$ cat src/rtl/receiver.sv
// SPI peripheral-side receiver: oversamples CS/SCK/MOSI in the clk_100 domain and
// shifts in MSB-first words. Each word is presented on a valid/ready holding register.
module receiver #(
  parameter int P_DATA_WIDTH  = 8,
  parameter bit P_CS_POLAR    = 1'b0,
  parameter bit P_SAMPLE_EDGE = 1'b0,
  parameter int P_SYNC_STAGES = 2
) (
  input  logic                    clk_100,
  input  logic                    s_rst,
  input  logic                    SCK,
  input  logic                    CS,
  input  logic                    MOSI,
  output logic [P_DATA_WIDTH-1:0] data,
  output logic                    valid,
  input  logic                    ready,
  output logic                    overrun,
  output logic                    frame_err
);

  localparam logic [0:0] ST_IDLE  = 1'b0;
  localparam logic [0:0] ST_SHIFT = 1'b1;

  localparam int              CW         = $clog2(P_DATA_WIDTH);
  localparam logic [CW-1:0]   LAST_BIT   = CW'(P_DATA_WIDTH - 1);
  localparam int              FW         = $clog2(P_SYNC_STAGES + 1);
  localparam logic [FW-1:0]   FLUSH_DONE = FW'(P_SYNC_STAGES);

  logic [P_SYNC_STAGES-1:0] sck_sync_q, sck_sync_d;
  logic [P_SYNC_STAGES-1:0] cs_sync_q, cs_sync_d;
  logic [P_SYNC_STAGES-1:0] mosi_sync_q, mosi_sync_d;
  logic                     sck_prev_q, sck_prev_d;
  logic [0:0]               state_q, state_d;
  logic [CW-1:0]            cnt_q, cnt_d;
  logic [P_DATA_WIDTH-1:0]  shift_q, shift_d;
  logic [P_DATA_WIDTH-1:0]  data_q, data_d;
  logic                     valid_q, valid_d;
  logic                     overrun_q, overrun_d;
  logic                     frame_err_q, frame_err_d;
  logic                     arm_q, arm_d;
  logic [FW-1:0]            flush_q, flush_d;

  logic                     sck_s;
  logic                     cs_sel;
  logic                     mosi_s;
  logic                     sample_edge;
  logic                     word_done;
  logic [P_DATA_WIDTH-1:0]  next_word;

  assign sck_s       = sck_sync_q[P_SYNC_STAGES-1];
  assign cs_sel      = (cs_sync_q[P_SYNC_STAGES-1] == P_CS_POLAR);
  assign mosi_s      = mosi_sync_q[P_SYNC_STAGES-1];
  assign sample_edge = P_SAMPLE_EDGE ? (sck_prev_q & ~sck_s) : (~sck_prev_q & sck_s);
  assign next_word   = {shift_q[P_DATA_WIDTH-2:0], mosi_s};

  always_comb begin
    sck_sync_d  = {sck_sync_q[P_SYNC_STAGES-2:0], SCK};
    cs_sync_d   = {cs_sync_q[P_SYNC_STAGES-2:0], CS};
    mosi_sync_d = {mosi_sync_q[P_SYNC_STAGES-2:0], MOSI};
    sck_prev_d  = sck_s;
    state_d     = state_q;
    cnt_d       = cnt_q;
    shift_d     = shift_q;
    data_d      = data_q;
    valid_d     = valid_q;
    overrun_d   = 1'b0;
    frame_err_d = 1'b0;
    arm_d       = arm_q;
    flush_d     = flush_q;
    word_done   = 1'b0;

    // The synchroniser comes out of reset showing "deselected", so a deselect only
    // counts once real CS samples have propagated through every stage.
    if (flush_q != FLUSH_DONE) begin
      flush_d = flush_q + FW'(1);
    end else if (!cs_sel) begin
      arm_d = 1'b1;
    end

    case (state_q)
      ST_IDLE: begin
        if (cs_sel && arm_q) begin
          state_d = ST_SHIFT;
          cnt_d   = '0;
          shift_d = '0;
        end
      end
      ST_SHIFT: begin
        if (!cs_sel) begin
          frame_err_d = (cnt_q != '0);
          state_d     = ST_IDLE;
          cnt_d       = '0;
          shift_d     = '0;
        end else if (sample_edge) begin
          shift_d = next_word;
          if (cnt_q == LAST_BIT) begin
            cnt_d     = '0;
            word_done = 1'b1;
          end else begin
            cnt_d = cnt_q + CW'(1);
          end
        end
      end
      default: state_d = ST_IDLE;
    endcase

    // A full holding register only accepts a new word if it is being drained this cycle.
    if (word_done) begin
      if (!valid_q || ready) begin
        data_d  = next_word;
        valid_d = 1'b1;
      end else begin
        overrun_d = 1'b1;
      end
    end else if (valid_q && ready) begin
      valid_d = 1'b0;
    end
  end

  always_ff @(posedge clk_100) begin
    if (s_rst) begin
      sck_sync_q  <= '0;
      cs_sync_q   <= {P_SYNC_STAGES{~P_CS_POLAR}};
      mosi_sync_q <= '0;
      sck_prev_q  <= 1'b0;
      state_q     <= ST_IDLE;
      cnt_q       <= '0;
      shift_q     <= '0;
      data_q      <= '0;
      valid_q     <= 1'b0;
      overrun_q   <= 1'b0;
      frame_err_q <= 1'b0;
      arm_q       <= 1'b0;
      flush_q     <= '0;
    end else begin
      sck_sync_q  <= sck_sync_d;
      cs_sync_q   <= cs_sync_d;
      mosi_sync_q <= mosi_sync_d;
      sck_prev_q  <= sck_prev_d;
      state_q     <= state_d;
      cnt_q       <= cnt_d;
      shift_q     <= shift_d;
      data_q      <= data_d;
      valid_q     <= valid_d;
      overrun_q   <= overrun_d;
      frame_err_q <= frame_err_d;
      arm_q       <= arm_d;
      flush_q     <= flush_d;
    end
  end

  assign data      = data_q;
  assign valid     = valid_q;
  assign overrun   = overrun_q;
  assign frame_err = frame_err_q;

endmodule

$ cat config.mk
export PLATFORM = sky130hd
export DESIGN_NAME = receiver
export DESIGN_NICKNAME = d
export VERILOG_FILES = /design/src/rtl/receiver.sv
export SDC_FILE = /design/constraint.sdc
export NUM_CORES = 1
export LEC_CHECK = 0
export CAP_MARGIN = 20
export CORE_MARGIN = 5
export CORE_UTILIZATION = 49
export DETAILED_ROUTE_END_ITERATION = 16
export MAX_ROUTING_LAYER = met4
export PLACE_DENSITY = 0.69
export SYNTH_ARGS = -nofsm -noshare
export SYNTH_HDL_FRONTEND = slang
export SYNTH_SLANG_ARGS = --single-unit
$ cat constraint.sdc
create_clock -name clk_100 -period 1.7 [get_ports clk_100]
set_clock_uncertainty 0.1 [all_clocks]
set_input_delay 0.34 -clock clk_100 [delete_from_list [all_inputs] [get_ports clk_100]]
set_output_delay 0.34 -clock clk_100 [all_outputs]
set_load 0.02 [all_outputs]
==> results by group <==
Route
  – DR iter-0 viols: 8
  – M1 WL: 908 um
  – Antenna viol nets, final: 0
  – Vias per cell: 5.14
  – Drt wl/cell: 12.8 um
  – Met3 Wirelength: 125 um
  – Met2 WL post-DR: 1.02 mm
  – Vias: 854
  – DRC Markers: 0
  – DRT Pass-1 Iters: 3
  – Top layer in use: met4
  – Final WL: approximately 2.1 mm

Worst setup path
  – Crit path kind: reg2reg
  – Crit path largest cell delay: between 0.5 and 0.6 ns
  – Most frequent CP cell: ha_1
  – Slowest-stage cell, CP: or4b_1
  – CP endpoint kind: flip-flop
  – CP Cell Sequence: ha_1 -> ha_1 -> or4b_1 -> o31ai_1
  – CP max FO: 4
  – Critical Path RT: between 1.5 and 2 ns
  – Worst Path Arrival: 1.68 ns
  – CP Launch Type: flip-flop

STA
  – Slew headroom: 68.1%
  – Slew @ Worst Pin: about 0.48 ns
  – Tcrit/Tclk final: 91.1%
  – Max-slew violation count: 0
  – Post-layout minimum cycle time: around 1.5 ns
  – Unrepaired setup endpoints after global routing: no
  – # setup viols final: 0
  – Fin. Hold Viols: 0
  – Achievable Freq: 646 MHz
  – WHS: 0.320 ns

Floorplan
  – Ports: 17
  – Die Wd: 59.5 um
  – # rows: 18
  – Die Area: 3540 um^2
  – Die height: 59.5 um
  – Initial core utilization: 49.9%
  – Core Area: 2410 um^2

Logic synthesis
  – Avg Inst Size Synth: 10.9 um^2
  – Post-synth top cells: dfxtp_1, nand2b_1, nor2b_1, o2bb2ai_1, mux2i_1
  – Synth Register Bits: 32
  – Synth warnings: 0
  – Number of synthesized flops with an enable pin: 0
  – Top-count cell post-synth: dfxtp_1
  – Cells after Synth: between 100 and 150
  – Post-synth ARST share: 0%
  – Synthesized cell area: 1200 um^2
  – Top cell type by total area after synthesis: dfxtp_1
  – Net Count, Synth: 120
  – Synth Flop Type: dfxtp_1
  – Seq/Total Area, Yosys: 53.3%
  – Yosys top cell area share: 53.3%
  – Yosys cell types: 21
  – Area contributors post-synth: dfxtp_1, nand2b_1, mux2i_1, o2bb2ai_1, nor2b_1

Power and ir drop
  – Clock power share: 36.6%
  – Gate power share: 9.6%
  – Cell Int Power: 1.17 mW
  – Pwr per Cell Area: about 1000 nW/um^2
  – Sw Share: about 22%
  – Static Leak: 0.684 nW
  – Sequential power share: 53.7%
  – Psw: 0.334 mW
  – Max VDD drop: 830 uV

Final layout
  – Nets: 145
  – Design area: 1500 um^2
  – Diode count: 0
  – Layout cells sized above 1: between 10 and 15%
  – Layout area overhead: 24.7%

Hold path
  – Hold Path Class: reg2reg

Clock tree
  – Post-CTS setup repair buffer count: 0
  – CTS resizes: 10
  – H-Tree Level Count: 2
  – CTS Hold Bufs: 0
  – Clock Latency Late Sink: 0.33 ns
  – CTS root buffer: clkbuf_4
  – Num CTS Buffers: 5
  – Clk buf depth: 2
  – CTS tree: done
  – Worst-path clk slew: 0.10 ns
  – Clk sinks: 32

Placed design
  – Routability cong.: just under 0.7
  – Buffers on Ports: 16
  – Detail Placement HPWL: approximately 1.5 mm
  – Placement Cell Area: 1430 um^2

Flow run
  – Max Cap Viol: 0

Outcome
  – Status: finished clean

GRT
  – First-pass GRT wire length: 3.68 mm
  – Vias in the first global route: 891
  – GR Util All Layers: 14.8%
  – Initial antenna violation count: 0
  – Gr ovfl total: 0
  – Largest net degree at the start of global routing: 25
==> power by group through the flow <==
stage	registers, mW	clock network (mW)	logic [mW]
final	0.808	0.551	0.145
after global placement	0.823	0	0.135
after CTS	0.809	0.572	0.147
after detailed placement	0.827	0	0.146
after global routing	0.814	0.604	0.166
after floorplan	0.822	0	0.106
==> stage by stage <==
step	TNS [ns]	std cells	total power [mW]	utilization, %	setup WS [ns]
floorplan	0	110	0.928	-	0.263
global placement	-0.0473	158	0.958	59.2	-0.0473
detailed placement	-0.214	158	0.973	59.2	-0.101
CTS	0	166	1.53	62.0	0.00887
global route	0	166	1.58	62.2	0.0914
finish	0	166	1.50	62.2	0.152
==> routing by layer <==
layer	global-route usage [%]	up-vias
met1	14.7	405
met5	-	-
met2	24.2	18
met3	5.66	9
li1	-	422
met4	9.49	0
==> flip-flops by register name, indices dropped and copies added, names as in the netlist <==
| name | cells |
|---|---|
| flush_q | 2 |
| sck_prev_q | 1 |
| mosi_sync_q | 2 |
| data | 8 |
| arm_q | 1 |
| sck_sync_q | 2 |
| state_q | 1 |
| overrun | 1 |
| frame_err | 1 |
| cs_sync_q | 2 |
| shift_q | 7 |
| valid | 1 |
| cnt_q | 3 |
==> cell families after synthesis <==
| group | count (synthesis) | share of synthesized area [%] |
|---|---|---|
| compound gates | 14 | 9.68 |
| xor+xnor | 1 | 0.729 |
| simple gates | 44 | 23.0 |
| mux | 8 | 6.66 |
| fa+ha+maj | 4 | 4.16 |
| flops | 32 | 53.3 |
| buf+inv | 7 | 2.50 |
==> critical path: cells and delay by family (launching register included) <==
kind / cells / cell delay (ns)
flip-flops: 1 / 0.34
AND/OR/NAND/NOR: 1 / 0.52
AO/OA/AOI/OAI: 1 / 0.08
adder cells (fa/ha/maj): 2 / 0.41
==> layout make-up <==
| class | instances | area (um^2) |
|---|---|---|
| Fill cell | 203 | 911 |
| Sequential cell | 32 | 641 |
| Multi-Input combinational cell | 71 | 534 |
| Timing Repair Buffer | 22 | 199 |
| Clock buffer | 6 | 41.3 |
| Tap cell | 30 | 37.5 |
| Clock inverter | 2 | 35.0 |
| Inverter | 3 | 11.3 |
==> worst paths after layout <==
kind                              startpoint           end  slack, ns  depth (start not counted)
worst max register to register      cnt_q[1]      cnt_q[0]       0.15                          4
worst min-delay path            cs_sync_q[0]  cs_sync_q[1]       0.32                          1
worst max-delay path                cnt_q[1]      cnt_q[0]       0.15                          4
worst min register to register  cs_sync_q[0]  cs_sync_q[1]       0.32                          1
==> placed cells by master (no fill, tap or decap), drive strengths merged, types with 3 or more instances in the layout <==
cell type and count:
clkdlybuf4s50 5, ha 4, dlygate4sd2 9, dfxtp 32
inv 3, nor2b 9, clkbuf 6, a21oi 3
nand2b 20, buf 6, mux2i 8, nor2 5
o2bb2ai 9
(Power assumes the default switching activity.)
